--- src/rtl/pipe_pkg.sv ---
// Shared definitions for the pipeline stall/flush controller: instruction
// field positions, opcode and ALU-op constants, and the multdiv FSM encoding.
package pipe_pkg;

   localparam int OPC_HI = 31;
   localparam int OPC_LO = 27;
   localparam int RD_HI  = 26;
   localparam int RD_LO  = 22;
   localparam int RS_HI  = 21;
   localparam int RS_LO  = 17;
   localparam int RT_HI  = 16;
   localparam int RT_LO  = 12;
   localparam int ALU_HI = 6;
   localparam int ALU_LO = 2;

   localparam logic [4:0] OP_RTYPE = 5'b00000;
   localparam logic [4:0] OP_BNE   = 5'b00010;
   localparam logic [4:0] OP_JR    = 5'b00100;
   localparam logic [4:0] OP_BLT   = 5'b00110;
   localparam logic [4:0] OP_SW    = 5'b00111;
   localparam logic [4:0] OP_LW    = 5'b01000;

   localparam logic [4:0] ALU_MUL  = 5'b00110;
   localparam logic [4:0] ALU_DIV  = 5'b00111;

   typedef enum logic [1:0] {
      IDLE    = 2'd0,
      MD_BUSY = 2'd1,
      MD_DONE = 2'd2
   } md_state_t;

endpackage

--- src/rtl/load_use_detect.sv ---
// Combinational load-use hazard detector: a lw in D/X whose destination is
// read by the instruction in F/D forces a one-cycle bubble.
module load_use_detect
   import pipe_pkg::*;
(
   input  logic [31:0] fd_ir,
   input  logic [31:0] dx_ir,
   output logic        hazard
);

   logic [4:0] dx_op;
   logic [4:0] ld_rd;
   logic [4:0] fd_op;
   logic       fd_reads_rd;
   logic       unused_bits;

   assign dx_op = dx_ir[OPC_HI:OPC_LO];
   assign ld_rd = dx_ir[RD_HI:RD_LO];
   assign fd_op = fd_ir[OPC_HI:OPC_LO];

   // Stores, compare-branches and jr read their rd field as a source operand.
   assign fd_reads_rd = (fd_op == OP_SW) || (fd_op == OP_BNE) ||
                        (fd_op == OP_BLT) || (fd_op == OP_JR);

   assign hazard = (dx_op == OP_LW) && (ld_rd != 5'd0) &&
                   ((ld_rd == fd_ir[RS_HI:RS_LO]) ||
                    (ld_rd == fd_ir[RT_HI:RT_LO]) ||
                    (fd_reads_rd && (ld_rd == fd_ir[RD_HI:RD_LO])));

   assign unused_bits = ^{fd_ir[11:0], dx_ir[21:0]};

endmodule

--- src/rtl/pipe_ctrl.sv ---
// Pipeline stall/flush controller: latch enables, bubble selects, and the
// start/busy/done sequencing of the multi-cycle multiplier/divider.
module pipe_ctrl
   import pipe_pkg::*;
#(
   parameter int MD_TIMEOUT = 40,
   parameter int CNT_W      = 6
) (
   input  logic        clk,
   input  logic        reset,
   input  logic [31:0] fd_ir,
   input  logic [31:0] dx_ir,
   input  logic        branch_taken,
   input  logic        md_ready,
   output logic        pc_en,
   output logic        fd_en,
   output logic        dx_en,
   output logic        xm_en,
   output logic        mw_en,
   output logic        fd_flush,
   output logic        dx_flush,
   output logic        xm_flush,
   output logic        md_ctrl_mult,
   output logic        md_ctrl_div,
   output logic        pw_en,
   output logic        md_result_sel,
   output logic        md_busy,
   output logic        md_err
);

   localparam logic [CNT_W-1:0] TIMEOUT_CNT = CNT_W'(MD_TIMEOUT);

   md_state_t        state;
   logic [CNT_W-1:0] md_cnt;
   logic [CNT_W-1:0] cnt_inc;
   logic             err_flag;
   logic             hazard;
   logic             dx_is_mul;
   logic             dx_is_div;
   logic             timed_out;

   load_use_detect u_load_use (
      .fd_ir  (fd_ir),
      .dx_ir  (dx_ir),
      .hazard (hazard)
   );

   assign dx_is_mul = (dx_ir[OPC_HI:OPC_LO] == OP_RTYPE) && (dx_ir[ALU_HI:ALU_LO] == ALU_MUL);
   assign dx_is_div = (dx_ir[OPC_HI:OPC_LO] == OP_RTYPE) && (dx_ir[ALU_HI:ALU_LO] == ALU_DIV);

   // The counter is 0 in the first busy cycle, so the increment hits
   // MD_TIMEOUT exactly in the MD_TIMEOUT-th busy cycle.
   assign cnt_inc   = md_cnt + 1'b1;
   assign timed_out = (cnt_inc == TIMEOUT_CNT);

   always_ff @(posedge clk or posedge reset) begin
      if (reset) begin
         state    <= IDLE;
         md_cnt   <= '0;
         err_flag <= 1'b0;
      end else begin
         case (state)
            IDLE: begin
               if (dx_is_mul || dx_is_div) begin
                  state  <= MD_BUSY;
                  md_cnt <= '0;
               end
            end
            MD_BUSY: begin
               md_cnt <= cnt_inc;
               if (md_ready) begin
                  err_flag <= 1'b0;
                  state    <= MD_DONE;
               end else if (timed_out) begin
                  err_flag <= 1'b1;
                  state    <= MD_DONE;
               end
            end
            MD_DONE: state <= IDLE;
            default: state <= IDLE;
         endcase
      end
   end

   // Outputs are combinational so the start pulse and freeze land in the
   // same cycle the mul/div sits in D/X; reset overrides them directly.
   always_comb begin
      pc_en         = 1'b1;
      fd_en         = 1'b1;
      dx_en         = 1'b1;
      xm_en         = 1'b1;
      mw_en         = 1'b1;
      fd_flush      = 1'b0;
      dx_flush      = 1'b0;
      xm_flush      = 1'b0;
      md_ctrl_mult  = 1'b0;
      md_ctrl_div   = 1'b0;
      pw_en         = 1'b0;
      md_result_sel = 1'b0;
      md_busy       = 1'b0;
      md_err        = 1'b0;
      if (!reset) begin
         case (state)
            IDLE: begin
               if (dx_is_mul || dx_is_div) begin
                  md_ctrl_mult = dx_is_mul;
                  md_ctrl_div  = dx_is_div;
                  pc_en        = 1'b0;
                  fd_en        = 1'b0;
                  dx_en        = 1'b0;
                  xm_flush     = 1'b1;
               end else if (branch_taken) begin
                  fd_flush = 1'b1;
                  dx_flush = 1'b1;
               end else if (hazard) begin
                  pc_en    = 1'b0;
                  fd_en    = 1'b0;
                  dx_flush = 1'b1;
               end
            end
            MD_BUSY: begin
               pc_en    = 1'b0;
               fd_en    = 1'b0;
               dx_en    = 1'b0;
               xm_flush = 1'b1;
               md_busy  = 1'b1;
               pw_en    = md_ready || timed_out;
            end
            MD_DONE: begin
               md_result_sel = 1'b1;
               md_err        = err_flag;
            end
            default: ;
         endcase
      end
   end

endmodule

--- config.mk ---
export PLATFORM = sky130hd
export DESIGN_NAME = pipe_ctrl
export DESIGN_NICKNAME = d
export VERILOG_FILES = /design/src/rtl/pipe_pkg.sv /design/src/rtl/load_use_detect.sv /design/src/rtl/pipe_ctrl.sv
export SDC_FILE = /design/constraint.sdc
export NUM_CORES = 1
export LEC_CHECK = 0
export CAP_MARGIN = 10
export CORE_AREA = 3 3 55 57
export DETAILED_ROUTE_END_ITERATION = 8
export DIE_AREA = 0 0 58 60
export MAX_ROUTING_LAYER = met4
export PLACE_DENSITY = 0.83
export SETUP_SLACK_MARGIN = 0.15
export SYNTH_ARGS = -nofsm -noshare
export SYNTH_HDL_FRONTEND = slang
export SYNTH_SLANG_ARGS = --single-unit
--- constraint.sdc ---
create_clock -name clk -period 5.62 [get_ports clk]
set_clock_uncertainty 0.15 [all_clocks]
set_input_delay 1.124 -clock clk [delete_from_list [all_inputs] [get_ports clk]]
set_output_delay 1.124 -clock clk [all_outputs]
set_load 0.1 [all_outputs]
==> qor_table.md <==
| Quantity | Reported |
| --- | --- |
| Yosys warnings | 0 |
| Number of DRC markers after the initial detailed-route iteration | 14 |
| Fraction of layout instances using a drive strength above 1 | 0.1172 |
| Proportion of power drawn by flip-flops and latches | 0.395 |
| Final clock period utilization by the worst path | 0.7819 |
| Count of buffers inserted at the top-level ports | 50 |
| Core Area | 0.002522 mm2 |
| Total inserted antenna cells | 0 |
| Cell type with the largest total area after synthesis | sky130_fd_sc_hd__dfrtp_1 |
| Weighted congestion reported at the end of routability-driven placement | 0.7281 |
| Hold slack final | 0.3435 ns |
| Cell chosen for the clock root | sky130_fd_sc_hd__clkbuf_4 |
| Data arrival time of the worst path | 3.12 ns |
| Maximum number of pins on one net before global-route repair | 10 |
| Detail Placement HPWL | 1946 um |
| Global route overflow | 0 |
| Die extent in y | 60 um |
| Largest voltage drop on the vdd net | 0.1496 mV |
| Final count of pins violating max slew | 0 |
| Clock insertion delay at the later pin of the skew report | 0.26 ns |
| Maxcap violations | 0 |
| Total Die Area | 0.003480 mm2 |
| Post-layout util | 0.5263 |
| Placement Rows | 18 |
| PD cells | 232.3 mW/mm2 |
| Largest cells by area after synthesis | sky130_fd_sc_hd__dfrtp_1 (28%), sky130_fd_sc_hd__xor2_1 (12%), sky130_fd_sc_hd__xnor2_1 (4.4%) |
| Cell Int Power | 183.0 uW |
| Clock slew seen by the registers of the worst setup and hold paths | 0.06 ns |
| Xor and xnor area share after synthesis | 0.1654 |
| H-tree levels | 1 |
| Worst min-delay path category | reg2reg |
| Global-route wire length before repair | 3774 um |
| Count of cell types in the netlist | 36 |
| Startpoint type of the worst setup path | input pin |
| Final wirelength | 2250 um |
| Result of the run | finished, final reports clean |
| Synth Area in Adders | 0.01575 |
| Post-route insts no fill | 175 |
| Top library cells by usage in the layout, fill and taps aside | sky130_fd_sc_hd__clkdlybuf4s50_1 (41), sky130_fd_sc_hd__xor2_1 (11), sky130_fd_sc_hd__dfrtp_1 (9), sky130_fd_sc_hd__buf_4 (9), sky130_fd_sc_hd__nor2_1 (7) |
| Portion of total power attributed to combinational logic | 0.445 |
| Sinks on the clock net | 9 |
| Final Hold Fails | 0 |
| Multiplexer fraction of the synthesized cell area | 0.01260 |
| Highest clock rate | 227.6 MHz |
| Area Growth Syn to Fin | 67.09% |
| Measured slew at the worst slew-check pin | 0.9619 ns |
| Combinational family with the most area after synthesis | simple AND/OR/NAND/NOR gates |
| Post-CTS repair timing setup buffer count | 0 |
| Static Leakage | 0.0005385 uW |
| Slowest CP cell | sky130_fd_sc_hd__clkdlybuf4s50_1 |
| Power spent charging and discharging nets | 125.4 uW |
| Net switching share of the total power | 0.4065 |
| Top fanout value on the critical path | 6 |
| Final #Nets | 215 |
| Antenna Violating Nets Remaining | 0 |
| RSZ-0062 raised after global routing | no |
| #FFs+latches synth | 9 |
| Inserted Clock Buffers | 3 |
| GRT Overall Usage | 0.1414 |
| Number of endpoints failing setup at the final stage | 0 |
| Most common library cell in the layout ignoring fill and taps | sky130_fd_sc_hd__clkdlybuf4s50_1 |
| Post-DR vias/cell | 5.051 |
| Share of synthesized area occupied by flip-flops and latches | 0.2835 |
| Vias in the first global route | 909 |
| Number of design rule violations left after detail routing | 0 |
| Cell area after placement | 0.001301 mm2 |
| Post-route cell area | 0.001328 mm2 |
| Total of cells resized after clock tree synthesis | 0 |
| Area share of the largest cell type after synthesis | 0.2835 |
| Gate count of the mapped netlist | 93 |
| Compound-Gate Fraction of Synth Area | 0.1795 |
| Post-CTS Hold Fix Bufs | 0 |
| Post-synthesis instance area | 794.5 um2 |
| Category of the most critical setup path | in2out |
| Clock power share | 0.160 |
| Crit path cell chain | clkdlybuf4s50_1, nor3b_2, clkdlybuf4s50_1 |
| Die Span X | 58 um |
| Kind of end point of the critical path | output pin |
| Wirelength per Cell | 12.86 um |
| Largest incremental delay on the critical path | 1.16 ns |
| Initial cell density of the core | 0.3150 |
| First-pass iteration count of the detailed router | 4 |
| Overall via count from detail_route | 884 |
| Cell seen most often among critical-path stages | sky130_fd_sc_hd__clkdlybuf4s50_1 |
| Critical path data required time | 4.35 ns |
| Instance count after placement with tap cells included | 171 |
| Clock period minus final worst setup slack | 4.394 ns |
| Number of placed I/O pins | 82 |
| Worst slew margin relative to its limit | 0.3567 |
| CTS tree | yes |
| Maximum buffer depth of the clock tree | 2 |
| Setup total negative slack | 0 ns |
| Synthesized area divided by synthesized cell count | 8.543 um2 |
| Post-synthesis share of cell area spent on and, or, nand and nor gates | 0.2866 |
| Antenna violations before repair | 0 |
==> power by group through the flow <==
stage	registers, uW	logic [uW]	clock network, uW
floorplan	114	94.8	0
global placement	119	132	0
detailed placement	122	139	0
CTS	121	138	51.4
global route	127	148	55.6
finish	122	137	49.4
==> kinds of logic after synthesis <==
group | after synthesis
XOR/XNOR | 15
buffers and inverters | 8
AO/OA/AOI/OAI | 20
multiplexers | 1
AND/OR/NAND/NOR | 38
flip-flops | 9
adder cells (fa/ha/maj) | 1
other | 1
==> critical path, delay by kind of cell <==
kind                   cells  cell delay [ns]
and+or+nand+nor            1             0.26
buffers and inverters      2             1.73
==> registers in the layout, indices dropped and copies added, names as in the netlist <==
register,count
err_flag,1
md_cnt,6
state,2
==> final timing paths <==
path / start / endpoint / slack [ns] / cells after the start
worst min-delay path: md_cnt[5] / md_cnt[5] / 0.34 / 1
worst max-delay path: reset / md_result_sel / 1.23 / 3
worst min register to register: md_cnt[5] / md_cnt[5] / 0.34 / 1
max in group asynchronous: reset / md_cnt[2] / 3.82 / 2
worst max register to register: md_cnt[2] / err_flag / 3.99 / 5
min in group asynchronous: reset / md_cnt[0] / 1.24 / 2
==> stage by stage <==
stage               power (uW)  worst slack (ns)
floorplan                208.4            0.3832
global placement         251.8             1.266
detailed placement       260.3             1.234
CTS                      311.2             1.225
global route             330.8             1.165
finish                   308.4             1.226
==> per-layer routing <==
layer,global-route usage,part of all wire
met4,0.04636,0
met2,0.2339,0.47
met1,0.1775,0.44
met3,0.01944,0.090
met5,-,0
==> final cells by class <==
type	instances	area (um2)
Fill cell	239	1195
Multi-Input combinational cell	77	541.8
Timing Repair Buffer	50	478.0
Sequential cell	9	225.2
Tap cell	30	37.54
Clock buffer	4	26.28
Inverter	5	18.77
==> cells in the mapped netlist (all sizes together) <==
cell and count:
a21oi 2, a22o 2, a2bb2oi 1, a31oi 3, a41oi 1, and2 3
and3 2, buf 3, conb 1, dfrtp 9, ha 1, inv 5
mux2i 1, nand2 3, nand2b 2, nand3 3, nand3b 1, nand4 1
nand4b 1, nor2 8, nor2b 4, nor3 6, nor3b 1, nor4 1
o2111ai 1, o21a 1, o21ai 6, o21bai 1, o22ai 1, o31ai 1
or4 2, xnor2 4, xor2 11
Note: power is estimated with default switching activity, not from simulation.
